$ cat config.mk
export PLATFORM = sky130hd
export DESIGN_NAME = fsm_rd_collector_flat
export DESIGN_NICKNAME = d
export VERILOG_FILES = /design/src/rtl/fsm_rd_collector_pkg.sv /design/src/rtl/fsm_rd_collector_if.sv /design/src/rtl/fsm_rd_collector_sync_fifo_ff.sv /design/src/rtl/fsm_rd_collector.sv /design/src/flat_wrapper.sv
export SDC_FILE = /design/constraint.sdc
export NUM_CORES = 1
export LEC_CHECK = 0
export ABC_AREA = 1
export ABC_CLOCK_PERIOD_IN_PS = 4400
export CAP_MARGIN = 40
export CORE_ASPECT_RATIO = 0.9
export CORE_MARGIN = 5
export CORE_UTILIZATION = 60
export CTS_BUF_LIST = sky130_fd_sc_hd__clkbuf_2
export CTS_CLUSTER_SIZE = 28
export DETAILED_ROUTE_END_ITERATION = 8
export MAX_ROUTING_LAYER = met4
export PLACE_DENSITY = 0.84
export SLEW_MARGIN = 0
export SYNTH_ARGS = -nofsm -noshare
export SYNTH_HDL_FRONTEND = slang
export SYNTH_SLANG_ARGS = --single-unit
$ cat constraint.sdc
create_clock -name clk -period 4.4 [get_ports clk]
set_input_delay 0.66 -clock clk [delete_from_list [all_inputs] [get_ports clk]]
set_output_delay 0.66 -clock clk [all_outputs]
set_load 0.05 [all_outputs]
$ cat src/rtl/fsm_rd_collector_pkg.sv
// Shared types and helpers for the read-data collector that sits behind the read-control FSM.
package fsm_rd_collector_pkg;

    typedef enum logic [0:0] {
        C_IDLE    = 1'b0,
        C_COLLECT = 1'b1
    } coll_state_e;

    localparam int DROP_CNT_W = 8;

    // Increment that sticks at all-ones instead of wrapping back to zero.
    function automatic logic [DROP_CNT_W-1:0] sat_inc(input logic [DROP_CNT_W-1:0] v);
        logic [DROP_CNT_W-1:0] r;
        if (v == {DROP_CNT_W{1'b1}}) begin
            r = v;
        end else begin
            r = v + {{(DROP_CNT_W-1){1'b0}}, 1'b1};
        end
        return r;
    endfunction

endpackage

$ cat src/rtl/fsm_rd_collector_if.sv
// Strobe/data inputs from the read FSM and the output stream/status of the collector.
interface fsm_rd_collector_if
    import fsm_rd_collector_pkg::*;
#(
    parameter int DW    = 8,
    parameter int BEATS = 4
) ();
    logic                  rd;
    logic                  ds;
    logic [DW-1:0]         rdata;
    logic                  out_valid;
    logic                  out_ready;
    logic [DW*BEATS-1:0]   out_data;
    logic                  out_err;
    logic                  go_ok;
    logic                  busy;
    logic [DROP_CNT_W-1:0] drop_cnt;

    modport slave (
        input  rd, ds, rdata, out_ready,
        output out_valid, out_data, out_err, go_ok, busy, drop_cnt
    );

    modport master (
        output rd, ds, rdata, out_ready,
        input  out_valid, out_data, out_err, go_ok, busy, drop_cnt
    );
endinterface

$ cat src/rtl/fsm_rd_collector_sync_fifo_ff.sv
// Register-based circular FIFO; pointers wrap at DEPTH so non-power-of-two depths work.
module sync_fifo_ff #(
    parameter  int DEPTH = 2,
    parameter  int WIDTH = 8,
    localparam int PW    = (DEPTH > 1) ? $clog2(DEPTH) : 1,
    localparam int NW    = $clog2(DEPTH + 1)
) (
    input  logic             clk,
    input  logic             rst_n,
    input  logic             push_i,
    input  logic [WIDTH-1:0] wdata_i,
    input  logic             pop_i,
    output logic [WIDTH-1:0] rdata_o,
    output logic             full_o,
    output logic             empty_o,
    output logic [NW-1:0]    count_o
);
    logic [WIDTH-1:0] mem_q [DEPTH];
    logic [PW-1:0]    rd_ptr_q, rd_ptr_d, wr_ptr_q, wr_ptr_d;
    logic [NW-1:0]    count_q, count_d;
    logic             do_push_s, do_pop_s;

    function automatic logic [PW-1:0] ptr_inc(input logic [PW-1:0] p);
        logic [PW-1:0] r;
        if (p == PW'(DEPTH - 1)) begin
            r = {PW{1'b0}};
        end else begin
            r = p + {{(PW-1){1'b0}}, 1'b1};
        end
        return r;
    endfunction

    // Pop/push qualification and next pointer/occupancy; a push into a full FIFO is allowed only alongside a pop.
    always_comb begin
        do_pop_s  = pop_i && (count_q != {NW{1'b0}});
        do_push_s = push_i && ((count_q < NW'(DEPTH)) || do_pop_s);
        rd_ptr_d  = rd_ptr_q;
        wr_ptr_d  = wr_ptr_q;
        count_d   = count_q;
        if (do_pop_s) begin
            rd_ptr_d = ptr_inc(rd_ptr_q);
        end else begin
            rd_ptr_d = rd_ptr_q;
        end
        if (do_push_s) begin
            wr_ptr_d = ptr_inc(wr_ptr_q);
        end else begin
            wr_ptr_d = wr_ptr_q;
        end
        case ({do_push_s, do_pop_s})
            2'b10:   count_d = count_q + {{(NW-1){1'b0}}, 1'b1};
            2'b01:   count_d = count_q - {{(NW-1){1'b0}}, 1'b1};
            default: count_d = count_q;
        endcase
    end

    // Storage, pointer and occupancy registers.
    always_ff @(posedge clk or negedge rst_n) begin
        if (!rst_n) begin
            for (int i = 0; i < DEPTH; i++) begin
                mem_q[i] <= {WIDTH{1'b0}};
            end
            rd_ptr_q <= {PW{1'b0}};
            wr_ptr_q <= {PW{1'b0}};
            count_q  <= {NW{1'b0}};
        end else begin
            if (do_push_s) begin
                mem_q[wr_ptr_q] <= wdata_i;
            end
            rd_ptr_q <= rd_ptr_d;
            wr_ptr_q <= wr_ptr_d;
            count_q  <= count_d;
        end
    end

    assign rdata_o = mem_q[rd_ptr_q];
    assign full_o  = (count_q == NW'(DEPTH));
    assign empty_o = (count_q == {NW{1'b0}});
    assign count_o = count_q;
endmodule

$ cat src/rtl/fsm_rd_collector.sv
// Packs read beats strobed by the read FSM into one word per transaction and streams {err, word} out.
module fsm_rd_collector
    import fsm_rd_collector_pkg::*;
#(
    parameter int DW    = 8,
    parameter int BEATS = 4,
    parameter int DEPTH = 2
) (
    input  logic               clk,
    input  logic               rst_n,
    fsm_rd_collector_if.slave  bus
);
    localparam int CW = $clog2(BEATS + 1);
    localparam int WW = DW * BEATS;
    localparam int NW = $clog2(DEPTH + 1);

    typedef struct packed {
        logic          err;
        logic [WW-1:0] word;
    } coll_entry_t;

    coll_state_e           state_q, state_d;
    logic [CW-1:0]         cnt_q, cnt_d, cnt_fin_s;
    logic [WW-1:0]         asm_q, asm_d, word_fin_s;
    logic                  ovr_q, ovr_d, ovr_fin_s;
    logic [DROP_CNT_W-1:0] drop_q, drop_d;
    logic                  commit_s, push_s, pop_s;
    logic                  full_s, empty_s;
    logic [NW-1:0]         count_s;
    coll_entry_t           entry_s, head_s;

    // Word, beat count and overrun as they stand including this cycle's beat, used for both update and commit.
    always_comb begin
        word_fin_s = asm_q;
        cnt_fin_s  = cnt_q;
        ovr_fin_s  = ovr_q;
        if (bus.rd && (cnt_q < CW'(BEATS))) begin
            word_fin_s[cnt_q*DW +: DW] = bus.rdata;
            cnt_fin_s = cnt_q + {{(CW-1){1'b0}}, 1'b1};
        end else begin
            ovr_fin_s = ovr_q | bus.rd;
        end
        entry_s.err  = ovr_fin_s || (cnt_fin_s != CW'(BEATS));
        entry_s.word = word_fin_s;
    end

    // Collection FSM: a done strobe always commits and clears the assembly state.
    always_comb begin
        state_d  = state_q;
        cnt_d    = cnt_q;
        asm_d    = asm_q;
        ovr_d    = ovr_q;
        commit_s = 1'b0;
        case (state_q)
            C_IDLE: begin
                if (bus.ds) begin
                    commit_s = 1'b1;
                    cnt_d    = {CW{1'b0}};
                    asm_d    = {WW{1'b0}};
                    ovr_d    = 1'b0;
                end else if (bus.rd) begin
                    asm_d   = word_fin_s;
                    cnt_d   = cnt_fin_s;
                    ovr_d   = ovr_fin_s;
                    state_d = C_COLLECT;
                end else begin
                    state_d = C_IDLE;
                end
            end
            C_COLLECT: begin
                if (bus.ds) begin
                    commit_s = 1'b1;
                    cnt_d    = {CW{1'b0}};
                    asm_d    = {WW{1'b0}};
                    ovr_d    = 1'b0;
                    state_d  = C_IDLE;
                end else begin
                    asm_d = word_fin_s;
                    cnt_d = cnt_fin_s;
                    ovr_d = ovr_fin_s;
                end
            end
            default: begin
                cnt_d   = {CW{1'b0}};
                asm_d   = {WW{1'b0}};
                ovr_d   = 1'b0;
                state_d = C_IDLE;
            end
        endcase
    end

    // A commit lands if a slot is free after this cycle's pop; otherwise it is counted as dropped.
    always_comb begin
        pop_s  = !empty_s && bus.out_ready;
        push_s = commit_s && (!full_s || pop_s);
        if (commit_s && !push_s) begin
            drop_d = sat_inc(drop_q);
        end else begin
            drop_d = drop_q;
        end
    end

    // Collector state registers.
    always_ff @(posedge clk or negedge rst_n) begin
        if (!rst_n) begin
            state_q <= C_IDLE;
            cnt_q   <= {CW{1'b0}};
            asm_q   <= {WW{1'b0}};
            ovr_q   <= 1'b0;
            drop_q  <= {DROP_CNT_W{1'b0}};
        end else begin
            state_q <= state_d;
            cnt_q   <= cnt_d;
            asm_q   <= asm_d;
            ovr_q   <= ovr_d;
            drop_q  <= drop_d;
        end
    end

    sync_fifo_ff #(
        .DEPTH (DEPTH),
        .WIDTH (WW + 1)
    ) u_fifo (
        .clk     (clk),
        .rst_n   (rst_n),
        .push_i  (push_s),
        .wdata_i (entry_s),
        .pop_i   (pop_s),
        .rdata_o (head_s),
        .full_o  (full_s),
        .empty_o (empty_s),
        .count_o (count_s)
    );

    assign bus.out_valid = !empty_s;
    assign bus.out_data  = head_s.word;
    assign bus.out_err   = head_s.err;
    assign bus.go_ok     = (state_q == C_IDLE) && (count_s < NW'(DEPTH));
    assign bus.busy      = (state_q == C_COLLECT);
    assign bus.drop_cnt  = drop_q;
endmodule

$ cat src/flat_wrapper.sv
// flat-port wrapper written by rule: the top's interface ports become plain ports
module fsm_rd_collector_flat import fsm_rd_collector_pkg::*;
#(
    parameter int DW    = 8,
    parameter int BEATS = 4,
    parameter int DEPTH = 2
)
  (clk, rst_n, bus_rd, bus_ds, bus_rdata, bus_out_ready, bus_out_valid, bus_out_data, bus_out_err, bus_go_ok, bus_busy, bus_drop_cnt);
  fsm_rd_collector_if #(.DW(DW), .BEATS(BEATS)) bus_i ();
  input  logic clk;
  input  logic rst_n;
  input wire logic [$bits(bus_i.rd)-1:0] bus_rd;
  input wire logic [$bits(bus_i.ds)-1:0] bus_ds;
  input wire logic [$bits(bus_i.rdata)-1:0] bus_rdata;
  input wire logic [$bits(bus_i.out_ready)-1:0] bus_out_ready;
  output wire logic [$bits(bus_i.out_valid)-1:0] bus_out_valid;
  output wire logic [$bits(bus_i.out_data)-1:0] bus_out_data;
  output wire logic [$bits(bus_i.out_err)-1:0] bus_out_err;
  output wire logic [$bits(bus_i.go_ok)-1:0] bus_go_ok;
  output wire logic [$bits(bus_i.busy)-1:0] bus_busy;
  output wire logic [$bits(bus_i.drop_cnt)-1:0] bus_drop_cnt;
  assign bus_i.rd = bus_rd;
  assign bus_i.ds = bus_ds;
  assign bus_i.rdata = bus_rdata;
  assign bus_i.out_ready = bus_out_ready;
  assign bus_out_valid = bus_i.out_valid;
  assign bus_out_data = bus_i.out_data;
  assign bus_out_err = bus_i.out_err;
  assign bus_go_ok = bus_i.go_ok;
  assign bus_busy = bus_i.busy;
  assign bus_drop_cnt = bus_i.drop_cnt;
  fsm_rd_collector #(.DW(DW), .BEATS(BEATS), .DEPTH(DEPTH)) u_core (.clk(clk), .rst_n(rst_n), .bus(bus_i));
endmodule
==> run metrics, run 1 <==
outcome completed; Final Hold Vio Count 0; simple-gate share of the synthesized area 35.3%; max-cap viol count 0; Die Span X 111 µm; crit-path max FO 34; distinct cell type count of the synthesized netlist 28; initial core utilization 60.8%; CP max stage delay 0.69 ns; Lkg Pwr 3.41 nW; CP Data Required Time 3.74 ns; Logic pwr share 38.2%; initial antenna violation count 0; P per Cell Area 474 mW/mm²; fillcell total 729; CP Launch Type register; largest net degree at the start of global routing 44; synthesized flop and latch total 115; vias in the first global route 4,636; die height 101 µm; clock tree sinks 115; cell taking the most area after synthesis dfrtp_1; GRT overflow 0; Reg power frac 43.6%; Net Sw Frac 42.8%; Slowest-stage cell, CP clkdlybuf4s50_1; wire length per cell 13.8 µm; Setup Buffers After CTS 0; Via density 5.26; setup TNS 0 ns; CTS tree yes; Switch Pwr 1.28 mW; Clock Path Buffers 2; fin crit share 84.5%; adder-cell area share of the yosys netlist 1.82%; number of synthesized flops with an enable pin 0; sequential element share of the synthesized area 52.3%; worst vdd ir 0.317 mV; area grow syn2layout 14.4%; Primary FF master, synth dfrtp_1; Mean Syn Cell Area 7.66 µm²; Ports 57; Starting DRT DRC Count 479; core area 0.00904 mm²; FF-to-FF End u_core.u_fifo.mem_q[34]$_DFFE_PN0P_; Final setup viols 0; first-pass GRT wire length 21,600 µm; DRT Wirelength 12,400 µm; Routed Antenna Nets 0; Worst Tran Pin Value 0.809 ns; WHS 0.497 ns; reg2reg setup slack 1.57 ns; placed insts 872; r2r startpoint u_core.cnt_q[0]$_DFFE_PN0P_; HP Class input pin to async pin; DRC 0; share of cells above drive strength 1 6.68%; Worst Clk Skew 0.0281 ns; most frequent CP cell nand2_1; Post-Syn Area 0.00550 mm²; clk_lat worst skew 0.62 ns; total global-route track usage 24.4%; R2R depth 10; H-tree depth 4; crit path kind register to output pin; clock root cell clkbuf_2; Ys Warns 0; main combinational cell family by area after synthesis simple AND/OR/NAND/NOR gates; max-slew violations 0; crit-path cells buf_4, clkinv_1, buf_16, nand2_1, nand2_1, clkdlybuf4s50_1; synth top area cells dfrtp_1 (52%), nand2_1 (25%), nand3_1 (4.0%), inv_1 (3.1%), nor2_1 (2.5%); Crit. End Element output pin; total internal power 1.71 mW; NumNets Final 791; Clk pwr share 18.3%; post-synthesis xor/xnor area fraction 1.11%; Die Footprint 0.0112 mm²; CP Launch Point u_core.u_fifo.rd_ptr_q$_DFFE_PN0P_; Synth top area share 52.3%; Num CTS Buffers 17; n_diodes 0; slew margin rel. 45.9%; crit path buf inv count 4; # port buffers 56; async set-or-reset flop fraction in the synthesized netlist 100%; critical path's top delay family buffers and inverters; Critical Path AT 3.06 ns; row count 33; Synth Area in Compound Gates 3.23%; syn_nets 739; RSZ-0062 raised after global routing no; iteration count of the initial detailed-routing pass 7; HPWL Detailed 8320 µm; Post-Layout Cell Count 901; via count 4,737; RePlAce Congestion 0.882; Synth Instances 718; fmax 0.269 GHz; Clock Pin Slew Worst Setup and Hold Paths 0.17 ns; mux share of post-synthesis cell area 0%; post-layout min period 3.72 ns
## power by group through the flow
stage | Sequential [mW] | Combinational (mW) | Clock, mW
2_1_floorplan | 1.37 | 0.731 | 0
3_3_place_gp | 1.31 | 1.08 | 0
3_5_place_dp | 1.32 | 1.14 | 0
4_1_cts | 1.30 | 1.15 | 0.559
5_1_grt | 1.32 | 1.24 | 0.609
6_report | 1.30 | 1.14 | 0.545
## worst max-delay path by stage
stage | end | slack, ns | cells past startpoint
after floorplan | bus_out_data[10] | 2.45 | 5
after global placement | bus_out_data[20] | 1.16 | 5
after detailed placement | bus_out_data[11] | 1.33 | 6
after CTS | bus_out_data[11] | 0.63 | 6
after global routing | bus_out_data[18] | 0.40 | 6
final | bus_out_data[11] | 0.68 | 6
## cells in the final DEF (no fill, tap or decap), types with 2 or more instances in the layout
cell               n
nor2_2             3
clkinv_2           3
nor2_4             2
xor2_1             6
inv_1             46
buf_4              5
nand3b_1           2
o21ai_0            4
clkbuf_2          18
clkdlybuf4s50_1   55
nand2_4            2
o21ai_2            4
a21oi_1           11
nand2_2            7
nand4_1            9
dfrtp_1          115
nand3_1           44
nor2_1            37
ha_1               8
nand2_1          367
clkinv_1           7
o21ai_1           12
inv_2              4
## cell usage after synthesis, types with 3 or more instances
cell type	number
o21ai_0	4
inv_1	46
buf_2	12
nand2_1	367
nor2_2	3
ha_1	8
dfrtp_1	115
xor2_1	6
nand3_1	44
nor2_1	37
clkbuf_1	11
inv_2	4
nand4_1	9
o21ai_2	4
a21oi_1	11
nand2_2	7
o21ai_1	12
## repair_timing
action | in CTS | in global routing
endpoints found under the hold margin | 32 | 0
resized for setup | 0 | 0
hold buffers | 1 | 0
## logic make-up after synthesis
family | after synthesis
AND/OR/NAND/NOR | 475
flip-flops | 115
buffers and inverters | 81
AO/OA/AOI/OAI | 32
adder cells (fa/ha/maj) | 8
XOR/XNOR | 7
## sequential cells by signal (all words and copies together), names as in the netlist
name                    count
u_core.u_fifo.count_o       2
u_core.ovr_q                1
u_core.u_fifo.rd_ptr_q      1
u_core.u_fifo.mem_q        66
u_core.u_fifo.wr_ptr_q      1
u_core.cnt_q                3
u_core.bus.drop_cnt         8
u_core.asm_q               32
u_core.bus.busy             1
## final cells by class
class	instances	area, µm²	share of cell area [%]
Clock buffer	18	90.1	1.43
Clock inverter	10	71.3	1.13
Inverter	52	195	3.10
Multi-Input combinational cell	522	2280	36.2
Sequential cell	115	2880	45.7
Tap cell	122	153	2.43
Timing Repair Buffer	62	626	9.94
## stage by stage
stage / total power [mW] / util (%) / setup slack, ns / area, µm²
5_1_grt: 3.17 / 69.6 / 0.404 / 6290
3_3_place_gp: 2.39 / 67.4 / 1.16 / 6090
3_5_place_dp: 2.46 / 67.7 / 1.33 / 6120
6_report: 2.98 / 69.6 / 0.681 / 6290
4_1_cts: 3.00 / 69.6 / 0.631 / 6290
2_1_floorplan: 2.10 / - / 2.45 / 5500
## per-layer routing
layer | global-route usage (%) | vias up | wire length [µm]
met5 | - | - | 0
met4 | 7.29 | 0 | 153
met3 | 6.54 | 21 | 758
met2 | 39.0 | 164 | 6090
met1 | 30.8 | 2242 | 5410
li1 | - | 2310 | -
Power figures use the tool's default switching activity.
==> run 2, diff against run 1 <==
--- a/config.mk
+++ b/config.mk
@@ -6,16 +6,16 @@
 export NUM_CORES = 1
 export LEC_CHECK = 0
 export ABC_AREA = 1
-export ABC_CLOCK_PERIOD_IN_PS = 4400
+export ABC_CLOCK_PERIOD_IN_PS = 3150
 export CAP_MARGIN = 40
 export CORE_ASPECT_RATIO = 0.9
 export CORE_MARGIN = 5
-export CORE_UTILIZATION = 60
+export CORE_UTILIZATION = 53
 export CTS_BUF_LIST = sky130_fd_sc_hd__clkbuf_2
 export CTS_CLUSTER_SIZE = 28
 export DETAILED_ROUTE_END_ITERATION = 8
 export MAX_ROUTING_LAYER = met4
-export PLACE_DENSITY = 0.84
+export PLACE_DENSITY = 0.78
 export SLEW_MARGIN = 0
 export SYNTH_ARGS = -nofsm -noshare
 export SYNTH_HDL_FRONTEND = slang
==> constraint.sdc (replaced) <==
create_clock -name clk -period 3.15 [get_ports clk]
set_input_delay 0.4725 -clock clk [delete_from_list [all_inputs] [get_ports clk]]
set_output_delay 0.4725 -clock clk [all_outputs]
set_load 0.05 [all_outputs]
==> run metrics, run 2 (same netlist as run 1, synthesis figures left out) <==
final setup margin 0.486 ns; core area 0.0102 mm²; crit-path max FO 21; clock tree sinks 115; fmax 0.375 GHz; Die Footprint 0.0125 mm²; die height 107 µm; most frequent cells in the layout nand2_1 (367), dfrtp_1 (115), inv_1 (46); H-tree depth 4; max-cap viol count 0; post-layout min period 2.66 ns; via count 4,715; Lkg Pwr 3.49 nW; DRT Wirelength 12,900 µm; row count 35; Largest register FFs 66; outcome completed; HPWL Detailed 8360 µm; fillcell total 910; Via density 5.17; Worst Clk Skew 0.0231 ns; Final Hold Vio Count 0; NumNets Final 792; Area after DPL 0.00605 mm²; max-slew violations 0; Final setup viols 0; number of gates resized after cts 0; crit path kind register to output pin; wire length per cell 14.1 µm; GRT met1 Usage 28.3%; DRC 0; most common cell after layout, fill and taps aside nand2_1; setup TNS 0 ns; met3 Resource Use GR 5.38%; largest net degree at the start of global routing 63; Clock Pin Slew Worst Setup and Hold Paths 0.16 ns; Critical Path AT 2.19 ns; Num CTS Buffers 17; Clock Path Buffers 2; total global-route track usage 22.2%; P per Cell Area 669 mW/mm²; Finished Cell Area 0.00623 mm²; GRT overflow 0; RSZ-0062 raised after global routing no; iteration count of the initial detailed-routing pass 6; Routed Antenna Nets 0; Setup Buffers After CTS 0; share of cells above drive strength 1 11.5%; RePlAce Congestion 0.821; initial antenna violation count 0; Worst Tran Pin Value 0.867 ns; pre-CTS setup slack 0.699 ns; Starting DRT DRC Count 400; initial core utilization 53.9%; CTS tree yes; first-pass GRT wire length 22,000 µm; Crit. End Element output pin; area grow syn2layout 13.3%; CP Launch Type register; largest register by flop count u_core.u_fifo.mem_q; hold buffer count at CTS 1; clk_lat worst skew 0.65 ns; Ports 57; busiest grt layer met2; clock root cell clkbuf_2; Die Span X 117 µm; # port buffers 56; fin crit share 84.6%; worst vdd ir 0.520 mV; CP Data Required Time 2.68 ns; vias in the first global route 4,562; M2 GR Usage 35.1%; slew margin rel. 42.0%; HP Class input pin to async pin
[run 2: cell count changes in the layout (fill, tap and decap cells not counted), moves of 2 or more]
cell             before  now
buf_4                 5   39
clkbuf_2             18   21
clkdlybuf4s50_1      55   22
clkinv_2              3    5
clkinv_1              7    5
[run 2: worst max-delay path: stages (launching register included)]
cell      delay (ns)
dfrtp_1         0.38
clkinv_1        0.40
buf_4           0.40
nand2_1         0.09
nand2_1         0.07
buf_4           0.19
[run 2: final timing paths]
path                                                             end  slack, ns  cells past startpoint                                 from
min in group clk                  u_core.u_fifo.rd_ptr_q$_DFFE_PN0P_       0.46                      3                        bus_out_ready
worst max register to register    u_core.u_fifo.mem_q[5]$_DFFE_PN0P_       0.68                     11          u_core.cnt_q[0]$_DFFE_PN0P_
max in group asynchronous        u_core.u_fifo.mem_q[32]$_DFFE_PN0P_       1.92                      3                                rst_n
worst max-delay path                                bus_out_data[21]       0.49                      5   u_core.u_fifo.rd_ptr_q$_DFFE_PN0P_
worst min-delay path            u_core.u_fifo.count_o[1]$_DFFE_PN0P_       0.43                      2                                rst_n
worst min register to register   u_core.u_fifo.mem_q[65]$_DFFE_PN0P_       0.50                      2  u_core.u_fifo.mem_q[65]$_DFFE_PN0P_
[run 2: layer usage]
metal	vias to the layer above	share of wire (%)
met1	2227	45
met3	27	5.6
met5	-	0
met2	149	48
met4	0	1.8
li1	2312	-
[run 2: cell type report]
cell class	count	area, µm²	share of cell area [%]
Antenna cell	1	2.50	0.0402
Clock buffer	21	105	1.69
Clock inverter	9	66.3	1.06
Inverter	52	195	3.13
Multi-Input combinational cell	522	2280	36.6
Sequential cell	115	2880	46.2
Tap cell	129	161	2.59
Timing Repair Buffer	63	543	8.71
[run 2: where the power goes]
group	internal, mW	leakage, nW	switching (mW)
Sequential	1.67	1.57	0.136
Clock	0.274	0.126	0.524
Combinational	0.413	1.79	1.15
[run 2: stage by stage]
stage | hold WS, ns | total power [mW] | util (%) | instances
finish | 0.431 | 4.17 | 61.1 | 912
floorplan | 0.177 | 2.93 | - | 718
global placement | 0.456 | 3.36 | 59.3 | 880
CTS | 0.415 | 4.19 | 61.0 | 911
detailed placement | 0.466 | 3.41 | 59.3 | 880
global route | 0.407 | 4.42 | 61.0 | 911
